File: config.mk
export PLATFORM = sky130hd
export DESIGN_NAME = fifo_wr_arbiter
export DESIGN_NICKNAME = d
export VERILOG_FILES = /design/src/rtl/fifo_wr_arbiter.sv
export SDC_FILE = /design/constraint.sdc
export NUM_CORES = 1
export LEC_CHECK = 0
export BUFFER_PORTS_ARGS = -buffer_cell sky130_fd_sc_hd__buf_2
export CAP_MARGIN = 25
export CORE_MARGIN = 5
export CORE_UTILIZATION = 35
export DETAILED_ROUTE_END_ITERATION = 7
export PLACE_DENSITY = 0.83
export SLEW_MARGIN = 40
export SYNTH_ARGS = -nofsm -noshare
export SYNTH_HDL_FRONTEND = slang
export SYNTH_SLANG_ARGS = --single-unit
File: constraint.sdc
create_clock -name clk -period 2.3 [get_ports clk]
set_input_delay 0.23 -clock clk [delete_from_list [all_inputs] [get_ports clk]]
set_output_delay 0.23 -clock clk [all_outputs]
set_load 0.01 [all_outputs]
File: src/rtl/fifo_wr_arbiter.sv
// -----------------------------------------------------------------------------
// fifo_wr_arbiter
//
// Round-robin, packet-locked arbiter sharing the write port of one fifo_async
// among N_REQ requesters in the FIFO write-clock domain. One requester owns the
// FIFO push interface at a time. Ownership is held until that requester's
// packet ends (req_last on a transfer) or MAX_BURST beats have been moved.
//
// Ports
//   clk         FIFO write clock (w_clk)
//   n_rst       asynchronous, active-low reset
//   req_valid   per-requester beat valid                      [N_REQ]
//   req_data    requester i at bits [i*WIDTH +: WIDTH]        [N_REQ*WIDTH]
//   req_last    last beat of a packet, sampled on a transfer  [N_REQ]
//   req_ready   per-requester beat accept                     [N_REQ]
//   fifo_data   to FIFO w_data                                [WIDTH]
//   fifo_push   to FIFO push
//   fifo_full   from FIFO w_full
//   grant_id    registered index of the current owner         [IDW]
//   busy        registered, a grant is held (state GRANT)
//   dbg_state   FSM state (0 = IDLE, 1 = GRANT)
//   dbg_rr_ptr  round-robin search start for the next grant   [IDW]
//
// Handshake: a beat moves on a clock edge where req_valid[i] and req_ready[i]
// are both 1. A requester holds valid/data/last stable until that edge.
// req_ready is only ever offered to the owner, and only while the FIFO is not
// full; fifo_push is exactly "owner valid and ready", so the FIFO never sees a
// push while full.
// -----------------------------------------------------------------------------
module fifo_wr_arbiter #(
   parameter int WIDTH     = 32,
   parameter int N_REQ     = 4,
   parameter int MAX_BURST = 8
) (
   input  logic                       clk,
   input  logic                       n_rst,
   input  logic [N_REQ-1:0]           req_valid,
   input  logic [N_REQ*WIDTH-1:0]     req_data,
   input  logic [N_REQ-1:0]           req_last,
   output logic [N_REQ-1:0]           req_ready,
   output logic [WIDTH-1:0]           fifo_data,
   output logic                       fifo_push,
   input  logic                       fifo_full,
   output logic [$clog2(N_REQ)-1:0]   grant_id,
   output logic                       busy,
   output logic                       dbg_state,
   output logic [$clog2(N_REQ)-1:0]   dbg_rr_ptr
);

   localparam int IDW = $clog2(N_REQ);
   localparam int BCW = $clog2(MAX_BURST + 1);

   typedef enum logic {
      ST_IDLE  = 1'b0,
      ST_GRANT = 1'b1
   } state_t;

   state_t           state, state_d;
   logic [IDW-1:0]   owner, owner_d;
   logic [IDW-1:0]   rr_ptr, rr_ptr_d;
   logic [BCW-1:0]   beat_cnt, beat_cnt_d;

   logic [IDW-1:0]   winner;
   logic             winner_found;
   logic [IDW-1:0]   owner_next;
   logic [WIDTH-1:0] owner_data;
   logic             transfer;
   logic             release_grant;
   int               idx;

   // ---------------------------------------------------------------------------
   // Round-robin search: first valid index at or above rr_ptr, wrapping. The
   // wrap is an explicit subtraction so N_REQ need not be a power of two.
   // ---------------------------------------------------------------------------
   always_comb begin
      winner       = '0;
      winner_found = 1'b0;
      idx          = 0;
      for (int off = 0; off < N_REQ; off++) begin
         idx = int'(rr_ptr) + off;
         if (idx >= N_REQ) begin
            idx = idx - N_REQ;
         end
         if (!winner_found && req_valid[idx]) begin
            winner       = IDW'(idx);
            winner_found = 1'b1;
         end
      end
   end

   // Next search start after the current owner, wrapped explicitly.
   assign owner_next = (owner == IDW'(N_REQ - 1)) ? '0 : owner + 1'b1;

   // Owner data goes straight to the FIFO; no register on this path.
   assign owner_data = req_data[owner*WIDTH +: WIDTH];

   assign transfer      = (state == ST_GRANT) && req_valid[owner] && !fifo_full;
   assign release_grant = transfer &&
                          (req_last[owner] || (beat_cnt == BCW'(MAX_BURST - 1)));

   // ---------------------------------------------------------------------------
   // Next-state and combinational outputs
   // ---------------------------------------------------------------------------
   always_comb begin
      state_d    = state;
      owner_d    = owner;
      rr_ptr_d   = rr_ptr;
      beat_cnt_d = beat_cnt;
      req_ready  = '0;
      fifo_push  = 1'b0;
      fifo_data  = '0;

      case (state)
         ST_IDLE: begin
            if (winner_found) begin
               owner_d    = winner;
               beat_cnt_d = '0;
               state_d    = ST_GRANT;
            end
         end

         ST_GRANT: begin
            req_ready[owner] = !fifo_full;
            fifo_push        = req_valid[owner] && !fifo_full;
            fifo_data        = owner_data;
            if (transfer) begin
               beat_cnt_d = beat_cnt + 1'b1;
               // Burst cap releases even mid-packet; the rest of that packet
               // competes again as a fresh grant.
               if (release_grant) begin
                  state_d  = ST_IDLE;
                  rr_ptr_d = owner_next;
               end
            end
         end

         default: begin
            state_d = ST_IDLE;
         end
      endcase
   end

   // ---------------------------------------------------------------------------
   // State registers
   // ---------------------------------------------------------------------------
   always_ff @(posedge clk or negedge n_rst) begin
      if (!n_rst) begin
         state    <= ST_IDLE;
         owner    <= '0;
         rr_ptr   <= '0;
         beat_cnt <= '0;
      end else begin
         state    <= state_d;
         owner    <= owner_d;
         rr_ptr   <= rr_ptr_d;
         beat_cnt <= beat_cnt_d;
      end
   end

   assign grant_id   = owner;
   assign busy       = (state == ST_GRANT);
   assign dbg_state  = state;
   assign dbg_rr_ptr = rr_ptr;

   // The FIFO must never be pushed while it reports full.
   push_while_full_a : assert property (
      @(posedge clk) disable iff (!n_rst) !(fifo_push && fifo_full)
   );

endmodule

==> results.cfg, run 1 <==
[status]
status = finished clean

[clock_network]
htreeDepth = 1
cts_resized = 0
cts_buffers = 3
clk_latency_ns = 0.24
clk_path_buf_depth = 2
cts_tree = built
root_buffer = clkbuf_8
cts.sinks = 9
clk_pin_slew_ns = 0.05

[run]
cap_violations = 0

[global_route]
grt_first_pass_wirelength_um = 10400
grt_pass1_vias = 2053
grt-ovfl-total = 0
track_usage = 0.211
antenna_found_initial = 1
grt_max_degree = 24

[power]
switching_share = 0.424
netSwitchingPower_mw = 1.15
leakage_nw = 1.35
pwr-share-comb = 0.802
power_frac_seq = 0.129
vdd_drop_max_mv = 0.876
power.density_mw_per_mm2 = 1020
power.share.clock = 0.069
p_int_mw = 1.56

[die]
initial_core_util = 0.366
die_area_mm2 = 0.00607
fp.coreArea_mm2 = 0.00441
fp.dieH_um = 77.9
die_w_um = 77.9
pin_count = 182
rows = 24

[timing]
whs_ns = 0.355
rsz0062_at_grt = no
clock_skew_ns = 0.00144
fin_crit_sh = 0.888
finalSetupTns_ns = 0
max_freq_ghz = 0.490
hold_viol = 0
tightest_slew_ns = 0.572
slew_headroom = 0.619
worst_slack_ns = 0.258
drv_slew = 0
post-route-min-period_ns = 2.04
setup_viol = 0

[finish]
fillerInstances = 399
final_nets = 460
stdcell_count = 367
ff_latch_area_um2 = 226
multi_input_area_mm2 = 0.00132
syn2layout_area_growth_pct = 64.0
num_antenna_cells = 0
drive_gt1_frac = 0.730

[detailed_routing]
drc_errors = 0
drt_first_pass_iters = 4
drtIter0Drc = 67
ant_nets = 0
avgRoutedWirePerCell_um = 18.3
vias = 1923
finalWirelength_um = 6730
vias_per_cell = 5.24

[place]
place_congestion = 0.903
dp.cells = 362
io_buffers = 181
dp_slack_ns = 0.494

[synth]
ys_seq_area_frac = 0.139
syn_inst = 136
yosysUniqueCellTypes = 31
synth_edf_count = 0
synth_fp_nets = 280
yosys_most_used_dff = dfrtp_1
ys_ff_latch = 9
syn_avg_cell_area_um2 = 11.9
ys_warn_count = 0
async_reset_ff_frac = 1.00
syn-cell-area_mm2 = 0.00162

[worst_setup_path]
end_kind = output pin
path_class = reg2out
cp_max_fo = 18
critPathArrivalTime_ns = 1.81
cp.required_ns = 2.07
critPathLaunchType = flip-flop

[min_path]
hold_class = in2reg
[metal layers]
layer / routed length [um] / share of wire / GRT usage
met1: 2380 / 0.35 / 0.237
met5: 13 / 0.0019 / 0
met2: 3780 / 0.56 / 0.411
met3: 456 / 0.068 / 0.0336
met4: 96 / 0.014 / 0.0456
[layout by cell type (no fill, tap or decap), types with 2 or more instances in the layout]
master / n
clkbuf_8: 3
xor2_1: 2
mux2_1: 2
nand2b_1: 2
mux4_2: 34
nor2b_1: 2
o21ai_0: 4
buf_2: 181
dfrtp_1: 8
mux2i_1: 2
and2_1: 36
nand3b_1: 2
nor2_1: 7
buf_4: 4
inv_1: 3
ha_1: 5
buf_12: 2
[power by group through the flow]
stage | registers (mW) | logic, mW | clock network (mW)
2_1_floorplan | 0.301 | 1.51 | 0
3_3_place_gp | 0.351 | 2.15 | 0
3_5_place_dp | 0.354 | 2.21 | 0
4_1_cts | 0.351 | 2.21 | 0.195
5_1_grt | 0.368 | 2.38 | 0.202
6_report | 0.350 | 2.18 | 0.188
[cell type report]
class                   instances  share of cell area
multi-input cells             111               0.496
repair buffers                188               0.372
flip-flops and latches          9              0.0855
well taps                      52              0.0246
clock buffers                   4              0.0170
inverters                       3             0.00425
[worst max-delay path, cell delays in order, from the launching register on]
cell and delay [ns]:
dfrtp_2 0.50, buf_12 0.22, mux4_2 0.52, and2_1 0.18, buf_2 0.14
[registers in the layout, indices dropped and copies added, names as in the netlist]
register,cells
beat_cnt,4
busy,1
grant_id,2
dbg_rr_ptr,2
[final timing paths]
check / startpoint / slack (ns) / to / depth (start not counted)
worst max-delay path: grant_id[0]$_DFFE_PN0P_ / 0.26 / fifo_data[29] / 4
worst max register to register: grant_id[0]$_DFFE_PN0P_ / 0.54 / dbg_rr_ptr[1]$_DFFE_PN0P_ / 4
worst min register to register: beat_cnt[1]$_DFFE_PN0P_ / 0.56 / beat_cnt[1]$_DFFE_PN0P_ / 2
worst min-delay path: req_valid[0] / 0.36 / grant_id[1]$_DFFE_PN0P_ / 3
min in group asynchronous: n_rst / 0.37 / busy$_DFF_PN0_ / 2
max in group asynchronous: n_rst / 1.72 / grant_id[0]$_DFFE_PN0P_ / 2
[cells in the mapped netlist (3+ instances only)]
library cell / instances / share of area
and2_1: 36 / 0.14
buf_2: 3 / 0.0093
clkbuf_1: 6 / 0.014
dfrtp_1: 9 / 0.14
ha_1: 5 / 0.039
inv_1: 3 / 0.0070
mux4_2: 34 / 0.47
nor2_1: 7 / 0.016
o21ai_0: 4 / 0.012
[stage by stage]
step           area (um2)   util  power (mW)
2_1_floorplan        1620      -        1.81
3_3_place_gp         2590  0.588        2.50
3_5_place_dp         2590  0.588        2.56
4_1_cts              2650  0.600        2.76
5_1_grt              2650  0.600        2.95
6_report             2650  0.600        2.71
[kinds of logic after synthesis]
family                     after synthesis  share of synthesized area
AOI/OAI and AO/OA                        9                     0.0403
xor gates and xnor gates                 3                     0.0163
adders and majority gates                5                     0.0387
buffers and inverters                   16                     0.0465
DFF                                      9                      0.139
muxes                                   39                      0.507
and+or+nand+nor                         55                      0.211
[repair_timing]
action / in CTS / in global routing
hold buffers: 1 / 0
buffers inserted: 0 / 0
hold endpoints to repair: 9 / 0
Note: power is estimated with default switching activity, not from simulation.
==> run 2, diff against run 1 <==
--- a/config.mk
+++ b/config.mk
@@ -5,12 +5,13 @@
 export SDC_FILE = /design/constraint.sdc
 export NUM_CORES = 1
 export LEC_CHECK = 0
+export ABC_AREA = 1
 export BUFFER_PORTS_ARGS = -buffer_cell sky130_fd_sc_hd__buf_2
 export CAP_MARGIN = 25
 export CORE_MARGIN = 5
-export CORE_UTILIZATION = 35
+export CORE_UTILIZATION = 38
 export DETAILED_ROUTE_END_ITERATION = 7
-export PLACE_DENSITY = 0.83
+export PLACE_DENSITY = 0.82
 export SLEW_MARGIN = 40
 export SYNTH_ARGS = -nofsm -noshare
 export SYNTH_HDL_FRONTEND = slang
==> run 2 against run 1 <==
  * Cell count rose by 70%
  * Flip-flop and latch count did not move
  * Global-route usage rose by 2.0 points
  * Critical endpoint is now fifo_data[20]
  * First-iteration DRC count rose to 2.9 times the previous value
  * Register-to-register slack got worse by 0.07 ns
==> results.cfg, run 2 <==
[status]
status = finished clean

[clock_network]
cts_hold_buf = 1
cts_setup_buffers = 0
cts.sinks = 9
cts_tree = built
htreeDepth = 1
cts_resized = 0
clk_path_buf_depth = 2
clk_pin_slew_ns = 0.05
root_buffer = clkbuf_8
cts_buffers = 3
clk_latency_ns = 0.24

[worst_setup_path]
critPathArrivalTime_ns = 1.70
r2r_slack_ns = 0.47
critPathLaunchType = flip-flop
reg2reg_to = grant_id[0]$_DFFE_PN0P_
regToRegStartpoint = dbg_rr_ptr[0]$_DFFE_PN0P_
path_class = reg2out
cp_max_fo = 34
end_kind = output pin
rr_worst_depth = 11
cp.required_ns = 2.07

[synth]
synth_area_leaders = nor2_1 (27%), o21ai_0 (18%), dfrtp_1 (12%), a21oi_1 (9.2%), nand2_1 (9.2%)
synth_top_family_by_area = simple AND/OR/NAND/NOR gates
netlist.area_leader.share = 0.269
synth-simple-area-share = 0.454
yosysUniqueCellTypes = 25
ys_seq_area_frac = 0.115
synth_top_area_cell = nor2_1
synth_most_common_cell = nor2_1
synth_edf_count = 0
synth_common_cells = nor2_1 (140), o21ai_0 (71), nand2_1 (48)
synth_fa_ha_area_frac = 0.0320
synthXorXnorAreaFrac = 0
synth_fp_nets = 532
ys_ff_latch = 9
syn_avg_cell_area_um2 = 5.04
synth.area.mux_share = 0
synth_compound_area_frac = 0.291
async_reset_ff_frac = 1.00
ys_warn_count = 0
syn-cell-area_mm2 = 0.00196
yosys_most_used_dff = dfrtp_1
syn_inst = 388

[run]
cap_violations = 0

[detailed_routing]
ant_nets = 0
vias_per_cell = 5.05
vias = 3145
finalWirelength_um = 8200
drt_first_pass_iters = 4
avgRoutedWirePerCell_um = 13.2
drc_errors = 0
drtIter0Drc = 191

[timing]
finalSetupTns_ns = 0
rsz0062_at_grt = no
tightest_slew_ns = 0.625
clock_skew_ns = 0.00783
slew_headroom = 0.583
hold_viol = 0
fin_crit_sh = 0.840
max_freq_ghz = 0.517
post-route-min-period_ns = 1.93
drv_slew = 0
setup_viol = 0

[finish]
largest_reg_flops = 4
regMostFlops = beat_cnt
drive_gt1_frac = 0.387
layout_common_cells = buf_2 (181), nor2_1 (140), o21ai_0 (71)
layout_commonest_cell = buf_2
num_antenna_cells = 0
final_nets = 698
syn2layout_area_growth_pct = 50.6
utilization = 0.584

[power]
leakage_nw = 1.64
power_frac_seq = 0.089
switching_share = 0.581
pwr-share-comb = 0.859
power.density_mw_per_mm2 = 1220
vdd_drop_max_mv = 0.639
netSwitchingPower_mw = 2.10
p_int_mw = 1.51
power.share.clock = 0.052

[place]
place_congestion = 0.955
detailed_place_hpwl_um = 6400
io_buffers = 181

[die]
die_area_mm2 = 0.00668
fp.coreArea_mm2 = 0.00504
die_w_um = 81.7
fp.dieH_um = 81.7
pin_count = 182
initial_core_util = 0.388
rows = 26

[global_route]
grt-ovfl-total = 0
grt_max_degree = 73
track_usage = 0.231
grt_pass1_vias = 2980
antenna_found_initial = 0
grt_first_pass_wirelength_um = 12500

[min_path]
hold_class = in2async
run 2: changes by cell type in the layout (fill, tap and decap cells not counted), sizes merged, moves of 2 or more:
cell,previous run,this run
mux4,34,0
nor2b,2,0
inv,3,20
a21oi,1,36
nand3b,2,0
nand3,1,13
and2,36,0
mux2,3,0
nand2b,3,0
xor2,2,0
o21ai,4,74
mux2i,2,0
nor2,8,141
nand2,0,59
run 2: area by class of cell:
class,count,area (um2)
sequential,9,226
tap,70,87.6
inverter,21,81.3
fill,497,2100
timing repair buffer,188,986
clock buffer,4,45.0
multi-input combinational,331,1520
run 2: critical path: stages (launching register included):
cell     delay [ns]
dfrtp_2        0.42
inv_2          0.34
buf_12         0.23
o21ai_0        0.10
a21oi_1        0.21
buf_2          0.17
run 2: worst max-delay path by stage:
stage                                    startpoint  cells after the start                 endpoint  slack, ns
after global placement    dbg_rr_ptr[0]$_DFFE_PN0P_                     11  grant_id[0]$_DFFE_PN0P_       0.63
final                       grant_id[0]$_DFFE_PN0P_                      5            fifo_data[20]       0.37
after detailed placement  dbg_rr_ptr[0]$_DFFE_PN0P_                     11  grant_id[0]$_DFFE_PN0P_       0.49
after global routing        grant_id[1]$_DFFE_PN0P_                      7                fifo_push       0.22
after floorplan             grant_id[0]$_DFFE_PN0P_                      7             req_ready[0]       0.63
after CTS                   grant_id[1]$_DFFE_PN0P_                      7                fifo_push       0.36
run 2: routing by layer:
layer,wire [um],part of all wire,GRT usage,vias up
met4,218,0.027,0.0930,0
li1,-,-,-,1579
met3,848,0.10,0.0658,21
met1,3060,0.37,0.245,1385
met2,4080,0.50,0.424,160
met5,0,0,0,-
run 2: power by group through the flow:
stage | sequential (mW) | combinational (mW) | clock, mW
final | 0.323 | 3.10 | 0.187
after global routing | 0.336 | 3.47 | 0.203
after global placement | 0.318 | 3.05 | 0
after CTS | 0.322 | 3.12 | 0.192
after detailed placement | 0.324 | 3.10 | 0
after floorplan | 0.305 | 2.13 | 0
run 2: kinds of logic after synthesis:
logic type | Yosys count
AOI/OAI and AO/OA | 112
adders and majority gates | 5
buffers and inverters | 48
DFF | 9
and+or+nand+nor | 214
run 2: through the flow:
stage | total power, mW | hold slack, ns | area [um2] | instances | setup slack, ns
floorplan | 2.43 | -0.0656 | 1960 | 388 | 0.633
global placement | 3.37 | 0.0921 | 2890 | 618 | 0.629
detailed placement | 3.42 | 0.0947 | 2890 | 618 | 0.487
CTS | 3.63 | 0.374 | 2950 | 623 | 0.359
global route | 4.01 | 0.414 | 2950 | 623 | 0.217
finish | 3.61 | 0.378 | 2950 | 623 | 0.367
==> run 3, diff against run 2 <==
--- a/config.mk
+++ b/config.mk
@@ -9,9 +9,9 @@
 export BUFFER_PORTS_ARGS = -buffer_cell sky130_fd_sc_hd__buf_2
 export CAP_MARGIN = 25
 export CORE_MARGIN = 5
-export CORE_UTILIZATION = 38
+export CORE_UTILIZATION = 34
 export DETAILED_ROUTE_END_ITERATION = 7
-export PLACE_DENSITY = 0.82
+export PLACE_DENSITY = 0.78
 export SLEW_MARGIN = 40
 export SYNTH_ARGS = -nofsm -noshare
 export SYNTH_HDL_FRONTEND = slang
==> constraint.sdc (replaced) <==
create_clock -name clk -period 1.69 [get_ports clk]
set_input_delay 0.169 -clock clk [delete_from_list [all_inputs] [get_ports clk]]
set_output_delay 0.169 -clock clk [all_outputs]
set_load 0.01 [all_outputs]
==> run 3 against run 2 <==
  * Routed wire length up 8.2%
  * Total power is 46% higher
  * Via count is 0.67% lower
  * Count of clock-buffer cells in the layout unchanged
  * Combinational power grew 48%
  * Core utilization down 2.8 points
  * First-iteration DRC count down 38%
  * Global-route usage is 0.54 points lower
  * Cell count is 1.6% higher
  * Die area is 10% higher
  * Critical path depth increased by 2
  * Sequential share of layout area shrank 0.30 points
  * Critical path type unchanged
  * Largest cell class unchanged
==> results.cfg, run 3 (synthesis results as in run 2) <==
[worst_setup_path]
path_delay_family = flip-flops
path_class = reg2out
cp_slowest_cell = dfrtp_2
cp_cell_sequence = buf_12 -> a21oi_2 -> o21ai_1 -> nand2_1 -> nand2_4 -> inv_2 -> buf_2
crit_buf_inv = 3
end_kind = output pin
cp_max_fo = 28
critPathLaunchType = flip-flop
cp.required_ns = 1.52
critPathArrivalTime_ns = 1.50
slowest_delay_ns = 0.46

[clock_network]
htreeDepth = 1
clk_latency_ns = 0.23
cts_buffers = 3
cts.sinks = 9
root_buffer = clkbuf_8
cts_tree = built
clk_path_buf_depth = 2
clk_pin_slew_ns = 0.04

[detailed_routing]
vias = 3124
drtIter0Drc = 118
finalWirelength_um = 8870
ant_nets = 0
drc_errors = 0
vias_per_cell = 4.94
avgRoutedWirePerCell_um = 14.0
drt_first_pass_iters = 4

[timing]
post-route-min-period_ns = 1.67
clock_skew_ns = 0.00690
slew_headroom = 0.807
tightest_slew_ns = 0.286
hold_viol = 0
rsz0062_at_grt = yes
drv_slew = 0
finalSetupTns_ns = 0
setup_viol = 0
fin_crit_sh = 0.987
max_freq_ghz = 0.600

[die]
die_w_um = 85.8
pin_count = 182
die_area_mm2 = 0.00737
fp.dieH_um = 85.8
initial_core_util = 0.353
rows = 27
fp.coreArea_mm2 = 0.00554

[place]
detailed_place_hpwl_um = 7140
place_congestion = 0.985
dp.cells = 626
io_buffers = 181

[power]
vdd_drop_max_mv = 0.827
power_mw = 5.27
leakage_nw = 1.70
power.density_mw_per_mm2 = 1710

[finish]
num_antenna_cells = 0
final_nets = 706
layout_common_cells = buf_2 (181), nor2_1 (139), o21ai_0 (66)
largest_reg_flops = 4
regMostFlops = beat_cnt
stdcell_count = 633
syn2layout_area_growth_pct = 57.6
layout_commonest_cell = buf_2
drive_gt1_frac = 0.405

[min_path]
hold_class = in2reg

[global_route]
grt_pass1_vias = 3009
grt_max_degree = 34
grt-ovfl-total = 0
track_usage = 0.225
grt_first_pass_wirelength_um = 13800
antenna_found_initial = 0

[status]
status = finished clean

[run]
cap_violations = 0
[run 3: metrics by stage]
stage	cell area [um2]	util	worst slack, ns	hold WS [ns]
2_1_floorplan	1960	-	0.0839	-0.127
3_3_place_gp	2960	0.535	0.187	0.0333
3_5_place_dp	2960	0.535	0.166	0.0354
4_1_cts	3040	0.548	0.0165	0.317
5_1_grt	3080	0.556	-0.0943	0.340
6_report	3080	0.556	0.0225	0.304
[run 3: worst paths after layout]
path | from | end | slack, ns | cells after the start
setup / recovery | grant_id[0]$_DFFE_PN0P_ | fifo_push | 0.02 | 7
setup reg to reg | grant_id[0]$_DFFE_PN0P_ | dbg_rr_ptr[1]$_DFFE_PN0P_ | 0.09 | 10
hold reg to reg | beat_cnt[0]$_DFFE_PN0P_ | beat_cnt[0]$_DFFE_PN0P_ | 0.53 | 1
min in group asynchronous | n_rst | busy$_DFF_PN0_ | 0.32 | 2
hold / removal | fifo_full | beat_cnt[0]$_DFFE_PN0P_ | 0.30 | 4
max in group asynchronous | n_rst | grant_id[0]$_DFFE_PN0P_ | 1.16 | 2
[run 3: final cells by class]
class | instances | area (um2)
timing repair buffer | 196 | 1100
tap | 72 | 90.1
clock buffer | 4 | 45.0
sequential | 9 | 228
fill | 578 | 2460
multi-input combinational | 331 | 1540
inverter | 21 | 86.3
[run 3: worst reg2reg max path, cell delays in order, from the launching register on]
cell and delay (ns):
dfrtp_2 0.46, buf_12 0.18, a21oi_2 0.14, o21ai_1 0.07
nand2_1 0.11, nand2_4 0.09, inv_2 0.08, buf_6 0.11
nand2_2 0.07, nor2_1 0.10, a21oi_1 0.05
[run 3: power by group]
group          internal, mW  total [mW]  switching, mW  leakage [nW]
clock                 0.165       0.253         0.0885        0.0228
sequential            0.304       0.427          0.123         0.110
combinational          1.83        4.59           2.75          1.57
[run 3: layer usage]
layer  vias to the layer above  global-route usage  part of all wire
li1                       1599                   -                 -
met1                      1349               0.261              0.38
met2                       152               0.396              0.50
met3                        24              0.0451             0.085
met4                         0               0.102             0.031
met5                         -                   0                 0
[run 3: repair_timing]
item,4_1_cts,5_1_grt
gates resized for setup,4,16
setup buffers,1,1
pin swaps,0,1
hold buffers,1,0
hold endpoints to repair,9,0
endpoints found under the setup margin,24,35
